File: config.mk
export PLATFORM = sky130hd
export DESIGN_NAME = sbg_xy_encoder
export DESIGN_NICKNAME = d
export VERILOG_FILES = /design/src/rtl/sbg_pkg.sv /design/src/rtl/sbg_fifo.sv /design/src/rtl/sbg_xy_encoder.sv
export SDC_FILE = /design/constraint.sdc
export NUM_CORES = 1
export LEC_CHECK = 0
export CORE_AREA = 2 2 55 57
export CTS_CLUSTER_DIAMETER = 150
export DETAILED_ROUTE_END_ITERATION = 8
export DIE_AREA = 0 0 57 59
export GPL_TIMING_DRIVEN = 0
export PLACE_DENSITY = 0.67
export SLEW_MARGIN = 5
export SYNTH_ARGS = -nofsm -noshare
export SYNTH_HDL_FRONTEND = slang
export SYNTH_HIERARCHICAL = 1
export SYNTH_SLANG_ARGS = --single-unit
File: constraint.sdc
create_clock -name clk -period 2.3 [get_ports clk]
set_clock_uncertainty 0.05 [all_clocks]
set_input_delay 0.46 -clock clk [delete_from_list [all_inputs] [get_ports clk]]
set_output_delay 0.46 -clock clk [all_outputs]
set_load 0.02 [all_outputs]
File: src/rtl/sbg_pkg.sv
// Shared XY event codes and the button-priority encoder.
// These definitions are shared by the encoder and the game FSM.
package sbg_pkg;

    localparam logic [1:0] XY_HIT    = 2'b00;
    localparam logic [1:0] XY_OUT    = 2'b01;
    localparam logic [1:0] XY_BALL   = 2'b10;
    localparam logic [1:0] XY_STRIKE = 2'b11;

    typedef struct packed {
        logic hit;
        logic out;
        logic ball;
        logic strike;
    } btn_t;

    // Priority: out > strike > ball > hit.
    function automatic logic [1:0] sbg_encode(input btn_t b);
        logic [1:0] code;
        code = XY_HIT;
        if (b.out)         code = XY_OUT;
        else if (b.strike) code = XY_STRIKE;
        else if (b.ball)   code = XY_BALL;
        return code;
    endfunction

    function automatic logic sbg_multi(input btn_t b);
        logic [2:0] n;
        n = {2'b00, b.hit} + {2'b00, b.out} + {2'b00, b.ball} + {2'b00, b.strike};
        return (n > 3'd1);
    endfunction

endpackage

File: src/rtl/sbg_fifo.sv
// Purpose: count-tracked circular FIFO for XY event codes.
// Latency: a write at edge n is readable after edge n; no write-to-read bypass.
// Backpressure: writes are refused when full unless a read happens on the same edge.
module sbg_fifo #(
    parameter int DEPTH = 4,
    parameter int AW    = 2,
    parameter int WIDTH = 2
) (
    input  logic             clk,
    input  logic             rst,
    input  logic             wr_vld,
    input  logic [WIDTH-1:0] wr_dat,
    output logic             wr_acc,
    output logic             rd_vld,
    output logic [WIDTH-1:0] rd_dat,
    input  logic             rd_rdy,
    output logic [AW:0]      count
);

    localparam logic [AW:0] FULL_CNT = DEPTH[AW:0];

    logic [WIDTH-1:0] mem [DEPTH];
    logic [AW-1:0]    wr_ptr;
    logic [AW-1:0]    rd_ptr;
    logic             rd_fire;

    // Full and empty are derived from count; pointers may be equal in both cases.
    assign rd_vld  = (count != '0);
    assign rd_fire = rd_vld && rd_rdy;
    assign wr_acc  = wr_vld && ((count != FULL_CNT) || rd_fire);
    assign rd_dat  = rd_vld ? mem[rd_ptr] : '0;

    always_ff @(posedge clk) begin
        if (rst) begin
            wr_ptr <= '0;
            rd_ptr <= '0;
            count  <= '0;
            for (int i = 0; i < DEPTH; i++) begin
                mem[i] <= '0;
            end
        end else begin
            if (wr_acc) begin
                mem[wr_ptr] <= wr_dat;
                wr_ptr      <= wr_ptr + 1'b1;
            end
            if (rd_fire) begin
                rd_ptr <= rd_ptr + 1'b1;
            end
            case ({wr_acc, rd_fire})
                2'b10:   count <= count + 1'b1;
                2'b01:   count <= count - 1'b1;
                default: count <= count;
            endcase
        end
    end

endmodule

File: src/rtl/sbg_xy_encoder.sv
// Purpose: encode umpire button pulses to XY codes, buffer them, present via valid/ready.
// Latency: button at edge n -> XY_valid with its code after edge n.
// Backpressure: up to DEPTH events held while XY_ready=0; further events dropped and flagged.
// Optional SBG_ENC_STATS_EN adds saturating per-code accepted-event counters.
module sbg_xy_encoder
    import sbg_pkg::*;
#(
    parameter int DEPTH = 4,
    parameter int AW    = 2
) (
    input  logic          clk,
    input  logic          rst,
    input  logic          btn_hit,
    input  logic          btn_out,
    input  logic          btn_ball,
    input  logic          btn_strike,
    output logic [1:0]    XY,
    output logic          XY_valid,
    input  logic          XY_ready,
    output logic [AW:0]   count,
    output logic          overflow,
`ifdef SBG_ENC_STATS_EN
    output logic [7:0]    n_hit,
    output logic [7:0]    n_out,
    output logic [7:0]    n_ball,
    output logic [7:0]    n_strike,
`endif
    output logic          multi_err
);

    btn_t       btn;
    logic       push_vld;
    logic [1:0] push_dat;
    logic       push_acc;

    assign btn      = '{hit: btn_hit, out: btn_out, ball: btn_ball, strike: btn_strike};
    assign push_vld = btn_hit | btn_out | btn_ball | btn_strike;
    assign push_dat = sbg_encode(btn);

    sbg_fifo #(
        .DEPTH (DEPTH),
        .AW    (AW),
        .WIDTH (2)
    ) u_fifo (
        .clk    (clk),
        .rst    (rst),
        .wr_vld (push_vld),
        .wr_dat (push_dat),
        .wr_acc (push_acc),
        .rd_vld (XY_valid),
        .rd_dat (XY),
        .rd_rdy (XY_ready),
        .count  (count)
    );

    // A push refused by the FIFO can only mean full without a same-edge pop.
    always_ff @(posedge clk) begin
        if (rst) begin
            overflow  <= 1'b0;
            multi_err <= 1'b0;
        end else begin
            if (push_vld && !push_acc) overflow  <= 1'b1;
            if (sbg_multi(btn))        multi_err <= 1'b1;
        end
    end

`ifdef SBG_ENC_STATS_EN
    always_ff @(posedge clk) begin
        if (rst) begin
            n_hit    <= 8'd0;
            n_out    <= 8'd0;
            n_ball   <= 8'd0;
            n_strike <= 8'd0;
        end else if (push_acc) begin
            case (push_dat)
                XY_HIT:    if (n_hit    != 8'hFF) n_hit    <= n_hit    + 8'd1;
                XY_OUT:    if (n_out    != 8'hFF) n_out    <= n_out    + 8'd1;
                XY_BALL:   if (n_ball   != 8'hFF) n_ball   <= n_ball   + 8'd1;
                default:   if (n_strike != 8'hFF) n_strike <= n_strike + 8'd1;
            endcase
        end
    end
`endif

endmodule

==> results.sh <==
export IMPL_dr_total_vias=791
export IMPL_holdPathStages=2
export IMPL_worst_ep_required_time_ns=1.79
export IMPL_ys_warn_count=6
export IMPL_relSlewSlack_pct=67.06
export IMPL_first_pass_iters=4
export IMPL_cts_max_level=1
export IMPL_muxShareOfSynthArea_pct=4.450
export IMPL_critPathKind="reg2out"
export IMPL_yosysTopAreaCellShare_pct=23.73
export IMPL_synth_top_family_by_area="simple AND/OR/NAND/NOR gates"
export IMPL_synth_top_flop_cell="dfxtp_1"
export IMPL_mostFrequentLayoutCell="nor2_1"
export IMPL_cts_buffer_depth=2
export IMPL_crit_path_end_kind="output port"
export IMPL_syn_nets=112
export IMPL_drc=0
export IMPL_multi_input_area_um2=489.2
export IMPL_n_fill_cell=278
export IMPL_max_cap_violations=0
export IMPL_power_leakage_nw=0.5408
export IMPL_reg2regPathDepth=7
export IMPL_grt_usage_pct=13.16
export IMPL_clock_sinks=19
export IMPL_fin_hold_ws_ns=0.4387
export IMPL_numPortBuffers=14
export IMPL_syn_cell_area_um2=1012
export IMPL_fin_crit_sh_pct=95.34
export IMPL_cts_tree="built"
export IMPL_grt_ovfl_total=0
export IMPL_synth_distinct_cells=37
export IMPL_ant_nets=0
export IMPL_synth_edff_count=8
export IMPL_layout_common_cells="12 x nor2_1, 11 x inv_1, 11 x dfxtp_1"
export IMPL_cellPowerDensity_nw_per_um2=840.3
export IMPL_async_flop_share_pct=0
export IMPL_ys_seq_elements=19
export IMPL_total_power_mw=1.062
export IMPL_num_io_pins=15
export IMPL_grt_pass1_wl_um=3477
export IMPL_drv_slew=0
export IMPL_peakVddDrop_v=0.0004955
export IMPL_grt_pass1_vias=811
export IMPL_outcome="completed"
export IMPL_core_um2=2710
export IMPL_row_count=19
export IMPL_antenna_cells=0
export IMPL_syn2layout_area_growth_pct=24.85
export IMPL_cts_inserted_buffers=3
export IMPL_grt_max_degree=12
export IMPL_insertion_delay_ns=0.29
export IMPL_crit_path_max_fanout=9
export IMPL_synth_simple_gate_area_share_pct=19.90
export IMPL_die_area_um2=3363
export IMPL_fp_dieW_um=57
export IMPL_place_ws_ns=-0.5937
export IMPL_hold_violations=0
export IMPL_gp_congestion=0.7758
export IMPL_synthTopCellsByArea="edfxtp_1 24%, dfxtp_1 22%, nor2_1 4.8%"
export IMPL_arrival_ns=1.68
export IMPL_finalSetupViolations=0
export IMPL_synth_seq_area_share_pct=45.49
export IMPL_synthesis_instances=102
export IMPL_clk_root_buffer_cell="clkbuf_4"
export IMPL_avgSynthCellArea_um2=9.924
export IMPL_worst_slew_pin_slew_ns=0.4873
export IMPL_avgRoutedWirePerCell_um=12.97
export IMPL_seqCellArea_um2=460.4
export IMPL_period_minus_slack_ns=2.193
export IMPL_final_nets=133
export IMPL_drt_initial_drc_count=20
export IMPL_synth_top_area_cell="edfxtp_1"
export IMPL_start_kind="flip-flop"
export IMPL_clk_pin_slew_worst_paths_ns=0.11
export IMPL_dieHeight_um=59
export IMPL_synthAdderAreaFrac_pct=5.192
export IMPL_routed_wl_um=1984
export IMPL_synth_xor_area_share_pct=3.461
export IMPL_antenna_found_initial=0
export IMPL_drive_gt1_share_pct=18.85
export IMPL_synth_compound_area_share_pct=13.60
export IMPL_setup_ws_ns=0.1071
export IMPL_hp_class="reg2reg"
export IMPL_viasPerCell=5.170
export IMPL_dp_hpwl_um=1495
export IMPL_fmax_mhz=456.0
export IMPL_start_util_pct=37.35
final cells by class:
cell class	instances	share of cell area, %
clock inverters	1	0.3960
plain buffers	6	3.267
inverters	12	3.564
clock buffers	3	1.782
repair buffers	16	12.77
multi-input cells	65	38.71
well taps	31	3.069
flip-flops and latches	19	36.44
path summary, 6_finish.rpt:
path | start | end | slack, ns
max | u_fifo/count[1] | XY[0] | 0.11
min | overflow | overflow | 0.44
max reg2reg | u_fifo/count[1] | u_fifo/count[1] | 0.26
min reg2reg | overflow | overflow | 0.44
Yosys cell counts (all sizes together), types with 2 or more instances:
cell type	number
nand2b	2
buf	5
edfxtp	8
dfxtp	11
a221oi	2
a21oi	2
mux4	2
o2111ai	2
or2	2
o31ai	4
o21ai	2
nand3	4
fa	2
inv	12
nand2	4
or3	3
nor2	13
nor3	2
nand4	2
xor2	4
and2	2
power breakdown:
| group | total [mW] | switching, mW | leakage [nW] | internal [mW] |
|---|---|---|---|---|
| logic | 0.443 | 0.240 | 0.348 | 0.203 |
| clock network | 0.167 | 0.103 | 0.0177 | 0.0646 |
| registers | 0.452 | 0.0366 | 0.175 | 0.415 |
| total | 1.06 | 0.379 | 0.541 | 0.683 |
worst max-delay path, stage by stage, from the launching register on:
cell and delay, ns:
dfxtp_1 0.32, buf_2 0.16, or3_1 0.43, and2_1 0.17, dlygate4sd2_1 0.31
stage by stage:
| stage | cells | area, um2 | TNS, ns | util (%) |
|---|---|---|---|---|
| floorplan | 102 | 1012 | 0 | - |
| global placement | 147 | 1191 | -1.809 | 43.95 |
| detailed placement | 147 | 1191 | -2.342 | 43.95 |
| CTS | 151 | 1226 | -0.1315 | 45.24 |
| global route | 153 | 1264 | -0.01135 | 46.63 |
| finish | 153 | 1264 | 0 | 46.63 |
routing by layer:
layer	vias up	track usage (%)	part of all wire (%)
met2	20	22.33	51
met4	0	3.987	0.45
met1	370	17.52	45
met3	2	1.965	4.3
met5	-	0	0
li1	399	-	-
kinds of logic (layout without fill, tap and decap cells):
family                   after synthesis  after routing
AO/OA/AOI/OAI                         18             18
XOR/XNOR                               4              4
adder cells (fa/ha/maj)                3              3
buffers and inverters                 18             38
flip-flops                            19             19
multiplexers                           2              2
AND/OR/NAND/NOR                       38             38
repair_timing:
action / CTS / global route
endpoints found under the hold margin: 0 / 0
buffers inserted: 0 / 2
hold buffers: 0 / 0
pin swaps: 0 / 3
gates resized for setup: 7 / 7
cloned: 0 / 0
setup endpoints to repair: 4 / 3
(Power assumes the default switching activity.)
